===== config.mk =====
export PLATFORM = sky130hd
export DESIGN_NAME = dpcm_decoder
export DESIGN_NICKNAME = d
export VERILOG_FILES = /design/src/rtl/dpcm_decoder.sv
export SDC_FILE = /design/constraint.sdc
export NUM_CORES = 1
export LEC_CHECK = 0
export CORE_MARGIN = 2
export CORE_UTILIZATION = 49
export CTS_CLUSTER_SIZE = 20
export DETAILED_ROUTE_END_ITERATION = 8
export PLACE_DENSITY = 0.88
export RECOVER_POWER = 100
export SYNTH_ARGS = -nofsm -noshare
export SYNTH_HDL_FRONTEND = slang
export SYNTH_SLANG_ARGS = --single-unit

===== constraint.sdc =====
create_clock -name CLK -period 5.25 [get_ports CLK]
set_input_delay 0.7875 -clock CLK [delete_from_list [all_inputs] [get_ports CLK]]
set_output_delay 0.7875 -clock CLK [all_outputs]
set_load 0.005 [all_outputs]

===== src/rtl/dpcm_decoder.sv =====
// DMC rate decoder and sample-period timer: Fx selects an NTSC period (FR),
// and a 9-bit down-counter emits one registered tick per FR cycles.
module dpcm_decoder (
  input  logic       CLK,
  input  logic       nRES,
  input  logic [3:0] Fx,
  input  logic       load,
  output logic [8:0] FR,
  output logic       tick,
  output logic [8:0] cnt
);

  always_comb begin
    FR = 9'h0D6;
    case (Fx)
      4'd0:  FR = 9'h0D6;
      4'd1:  FR = 9'h0BE;
      4'd2:  FR = 9'h0AA;
      4'd3:  FR = 9'h0A0;
      4'd4:  FR = 9'h08F;
      4'd5:  FR = 9'h07F;
      4'd6:  FR = 9'h071;
      4'd7:  FR = 9'h06B;
      4'd8:  FR = 9'h05F;
      4'd9:  FR = 9'h050;
      4'd10: FR = 9'h047;
      4'd11: FR = 9'h040;
      4'd12: FR = 9'h035;
      4'd13: FR = 9'h02A;
      4'd14: FR = 9'h024;
      4'd15: FR = 9'h01B;
      default: FR = 9'h0D6;
    endcase
  end

  logic cnt_zero;
  assign cnt_zero = (cnt == 9'd0);

  // Reload on terminal count gives exactly FR edges between ticks; a load
  // wins over a coincident terminal count and swallows that tick.
  always_ff @(posedge CLK or negedge nRES) begin
    if (!nRES) begin
      cnt  <= 9'd0;
      tick <= 1'b0;
    end else begin
      if (load || cnt_zero) cnt <= FR - 9'd1;
      else                  cnt <= cnt - 9'd1;
      tick <= cnt_zero && !load;
    end
  end

endmodule


==> summary.log <==
qor: outcome.status completed
qor: global_route.gr-usage-all-layers 0.202
qor: detailed_routing.wirelength_met1 835 um
qor: synthesis.synth_area_in_compound_gates 0.187
qor: clocking.postCtsSetupRepairBufs 0
qor: synthesis.ys.warnings.count 0
qor: global_route.globalRouteOverflowTotal 0
qor: job.cap_violations 0
qor: floorplan.num_rows 15
qor: placement.dp_slack 1.29 ns
qor: synthesis.synth_seq_area_share 0.291
qor: clocking.worst_skew_late_latency 0.26 ns
qor: detailed_routing.routed_wirelength 1840 um
qor: setup_path.highest_delay_cell_along_the_critical_path sky130_fd_sc_hd__dlygate4sd3_1
qor: detailed_routing.first_pass_iters 4
qor: clocking.ctsResizeCount 0
qor: synthesis.synth_xor_xnor_area_share 0.0916
qor: detailed_routing.avgRoutedWirePerCell 13.4 um
qor: setup_path.timing.critical_path.buf_inv 4
qor: setup_path.worstPathCellList dlygate4sd3_1 -> inv_1 -> ha_1 -> or3b_2 -> a31oi_1 -> inv_1 -> dlygate4sd3_1
qor: floorplan.io_pins 26
qor: synthesis.synthesis.area_per_instance 8.87 um^2
qor: synthesis.synth_fa_ha_area_frac 0.0872
qor: clocking.cts_tree yes
qor: synthesis.largest_family_of_logic_cells_by_synthesized_area compound AO/OA/AOI/OAI gates
qor: detailed_routing.via_per_inst 5.62
qor: detailed_routing.detailroute.wirelength.met3 73 um
qor: timing.worst_clock_skew 0.00352 ns
qor: setup_path.cp_top_family buffers and inverters
qor: timing.achievable_clock_frequency 0.244 GHz
qor: setup_path.worst-endpoint-arrival 3.30 ns
qor: clocking.clk_pin_slew_worst_paths 0.06 ns
qor: synthesis.synth_area 861 um^2
qor: timing.report.final.setup_viol 0
qor: timing.fin_tns_setup 0 ns
qor: setup_path.timing_worst_setup_path_type in2out
qor: finish.areaGrowthSynthToFinish 29.9%
qor: detailed_routing.starting_drt_drc_count 10
qor: setup_path.timing.critical_path.from_type input pin
qor: detailed_routing.via_count 770
qor: synthesis.syn_inst 97
qor: floorplan.die-width 45.9 um
qor: synthesis.post_synth_and_or_nand_nor_area_fraction 0.180
qor: finish.final_nets 135
qor: setup_path.cp-end-kind primary output
qor: setup_path.worstPathMaxFanout 6
qor: floorplan.floorplan.core_area 0.00169 mm^2
qor: synthesis.async_reset_ff_frac 1.00
qor: power_and_ir_drop.power.ir.vdd_worst 113 uV
qor: clocking.htree_num_levels 1
qor: timing.finalCritPeriodShare 0.779
qor: global_route.grt_pass1_wl 3060 um
qor: synthesis.ys_seq_elements 10
qor: placement.globalplace.congestion 0.857
qor: global_route.grt_antenna_before_repair 0
qor: detailed_routing.ant_nets 0
qor: timing.slew_at_the_pin_closest_to_its_max_slew_limit 0.600 ns
qor: finish.layout-drive-gt1-share 0.0833
qor: worst_hold_path.min_path_type reg2reg
qor: timing.finalMaxSlewViolations 0
qor: synthesis.postSynthNetCount 110
qor: detailed_routing.detail_route.drc_violations 0
qor: timing.grt_setup_unrepaired false
qor: synthesis.synth.distinct_cells 30
qor: setup_path.crit_path_max_incr_delay 0.64 ns
qor: power_and_ir_drop.power.density 269 mW/mm^2
qor: floorplan.dieHeight 45.9 um
qor: clocking.cts_hold_buffers 0
qor: finish.antennaDiodeCount 0
qor: floorplan.floorplan.initialDensity 0.510
qor: finish.post-route-util 0.662
qor: global_route.first_global_vias 762
qor: setup_path.critPathRequiredTime 4.46 ns
qor: synthesis.most_used_flip_flop_cell_after_synthesis sky130_fd_sc_hd__dfrtp_1
qor: timing.final.setup.worst_slack 1.16 ns
qor: floorplan.die_area 0.00211 mm^2
qor: clocking.cts_num_sinks 10
qor: synthesis.synth_mux_area_frac 0.0843
qor: clocking.cts-root-to-sink-buffers 2
qor: global_route.grt_max_degree 15
qor: timing.slew-limit-headroom 0.597
qor: placement.io_buffer_count 24
qor: timing.final_hold_viol_count 0
qor: power_and_ir_drop.leakage 0.000470 uW
qor: timing.post-route-min-period 4.09 ns
qor: detailed_routing.met2_length 908 um
qor: placement.place_hpwl 1480 um
qor: clocking.cts_root_buf sky130_fd_sc_hd__clkbuf_4
qor: clocking.tritoncts.num_buffers 3
qor: detailed_routing.top_layer met4
qor: synthesis.number_of_enable_flip_flop_cells_after_synthesis 0
==> where the power goes <==
group          switching (uW)  leakage, uW  internal (uW)  total (uW)
combinational            63.2     0.000335           68.3         132
sequential               23.3     0.000122           95.0         118
clock                    24.6    0.0000138           26.4        51.1
==> Yosys cell counts (2+ instances only) <==
cell                       number  area (um^2)
sky130_fd_sc_hd__nor2b_1        2         12.5
sky130_fd_sc_hd__a21oi_1        4         20.0
sky130_fd_sc_hd__xnor2_1        8         70.1
sky130_fd_sc_hd__o22ai_1        2         12.5
sky130_fd_sc_hd__or3b_2         2         17.5
sky130_fd_sc_hd__nor3_1         6         30.0
sky130_fd_sc_hd__buf_2          3         15.0
sky130_fd_sc_hd__ha_1           6         75.1
sky130_fd_sc_hd__o21ai_0        4         20.0
sky130_fd_sc_hd__nand2_1        3         11.3
sky130_fd_sc_hd__a31o_2         2         17.5
sky130_fd_sc_hd__mux2i_1        5         50.1
sky130_fd_sc_hd__inv_1         11         41.3
sky130_fd_sc_hd__nand3_1        2         10.0
sky130_fd_sc_hd__a311oi_1       2         17.5
sky130_fd_sc_hd__or3_1          2         12.5
sky130_fd_sc_hd__nor2_1         9         33.8
sky130_fd_sc_hd__a31oi_1        3         18.8
sky130_fd_sc_hd__dfrtp_1       10          250
==> kinds of logic (layout without fill, tap and decap cells) <==
logic type               Yosys count  in the layout
other                              1              1
adder cells (fa/ha/maj)            6              6
flip-flops                        10             10
buffers and inverters             15             38
AO/OA/AOI/OAI                     22             22
XOR/XNOR                           9              9
multiplexers                       6              6
AND/OR/NAND/NOR                   28             28
==> layout make-up <==
cell class	count	area [um^2]
Fill cell	147	571
Multi-Input combinational cell	72	543
Sequential cell	10	250
Timing Repair Buffer	24	240
Inverter	11	41.3
Clock buffer	3	22.5
Tap cell	17	21.3
==> metal layers <==
metal / up-vias / global-route usage
met3: 3 / 0.0476
met5: - / 0
met1: 357 / 0.236
met2: 26 / 0.336
met4: 0 / 0.109
li1: 384 / -
==> placed cells by master, fill, tap and decap left out, types with 2 or more instances in the layout <==
master,n
sky130_fd_sc_hd__or3b_2,2
sky130_fd_sc_hd__a31oi_1,3
sky130_fd_sc_hd__xnor2_1,8
sky130_fd_sc_hd__nor3_1,6
sky130_fd_sc_hd__clkbuf_4,3
sky130_fd_sc_hd__dfrtp_1,10
sky130_fd_sc_hd__nor2b_1,2
sky130_fd_sc_hd__clkdlybuf4s50_1,3
sky130_fd_sc_hd__ha_1,6
sky130_fd_sc_hd__a311oi_1,2
sky130_fd_sc_hd__nand3_1,2
sky130_fd_sc_hd__nor2_1,9
sky130_fd_sc_hd__inv_1,11
sky130_fd_sc_hd__dlygate4sd3_1,21
sky130_fd_sc_hd__a31o_2,2
sky130_fd_sc_hd__o21ai_0,4
sky130_fd_sc_hd__a21oi_1,5
sky130_fd_sc_hd__or3_1,2
sky130_fd_sc_hd__nand2_1,3
sky130_fd_sc_hd__o22ai_1,2
sky130_fd_sc_hd__mux2i_1,5
==> per-stage QoR <==
stage / instance area, um^2 / total power, uW / std cells / hold slack (ns)
6_report: 1120 / 301 / 137 / 0.605
3_5_place_dp: 1100 / 263 / 134 / 0.604
2_1_floorplan: 861 / 192 / 97 / 0.492
3_3_place_gp: 1100 / 258 / 134 / 0.591
5_1_grt: 1120 / 324 / 137 / 0.632
4_1_cts: 1120 / 315 / 137 / 0.609
==> state kept, by name, indices dropped and copies added (netlist names) <==
signal  cells
tick        1
cnt         9
==> final timing paths <==
check	startpoint	endpoint	slack [ns]	cells past startpoint
min in group asynchronous	nRES	cnt[7]$_DFF_PN0_	0.91	1
worst max register to register	cnt[4]$_DFF_PN0_	cnt[8]$_DFF_PN0_	1.96	10
max in group asynchronous	nRES	cnt[5]$_DFF_PN0_	4.02	1
worst max-delay path	Fx[0]	FR[2]	1.16	7
worst min register to register	cnt[6]$_DFF_PN0_	cnt[6]$_DFF_PN0_	0.61	2
worst min-delay path	cnt[6]$_DFF_PN0_	cnt[6]$_DFF_PN0_	0.61	2
==> worst reg2reg max path, cell delays in order (launching register included) <==
cell	delay [ns]
sky130_fd_sc_hd__dfrtp_1	0.39
sky130_fd_sc_hd__nor3_1	0.53
sky130_fd_sc_hd__a31o_2	0.35
sky130_fd_sc_hd__mux2i_1	0.27
sky130_fd_sc_hd__ha_1	0.24
sky130_fd_sc_hd__or3b_2	0.45
sky130_fd_sc_hd__a311oi_1	0.27
sky130_fd_sc_hd__a41oi_1	0.15
sky130_fd_sc_hd__nor2_1	0.20
sky130_fd_sc_hd__a311oi_1	0.10
sky130_fd_sc_hd__a31o_2	0.24
Power figures use the tool's default switching activity.
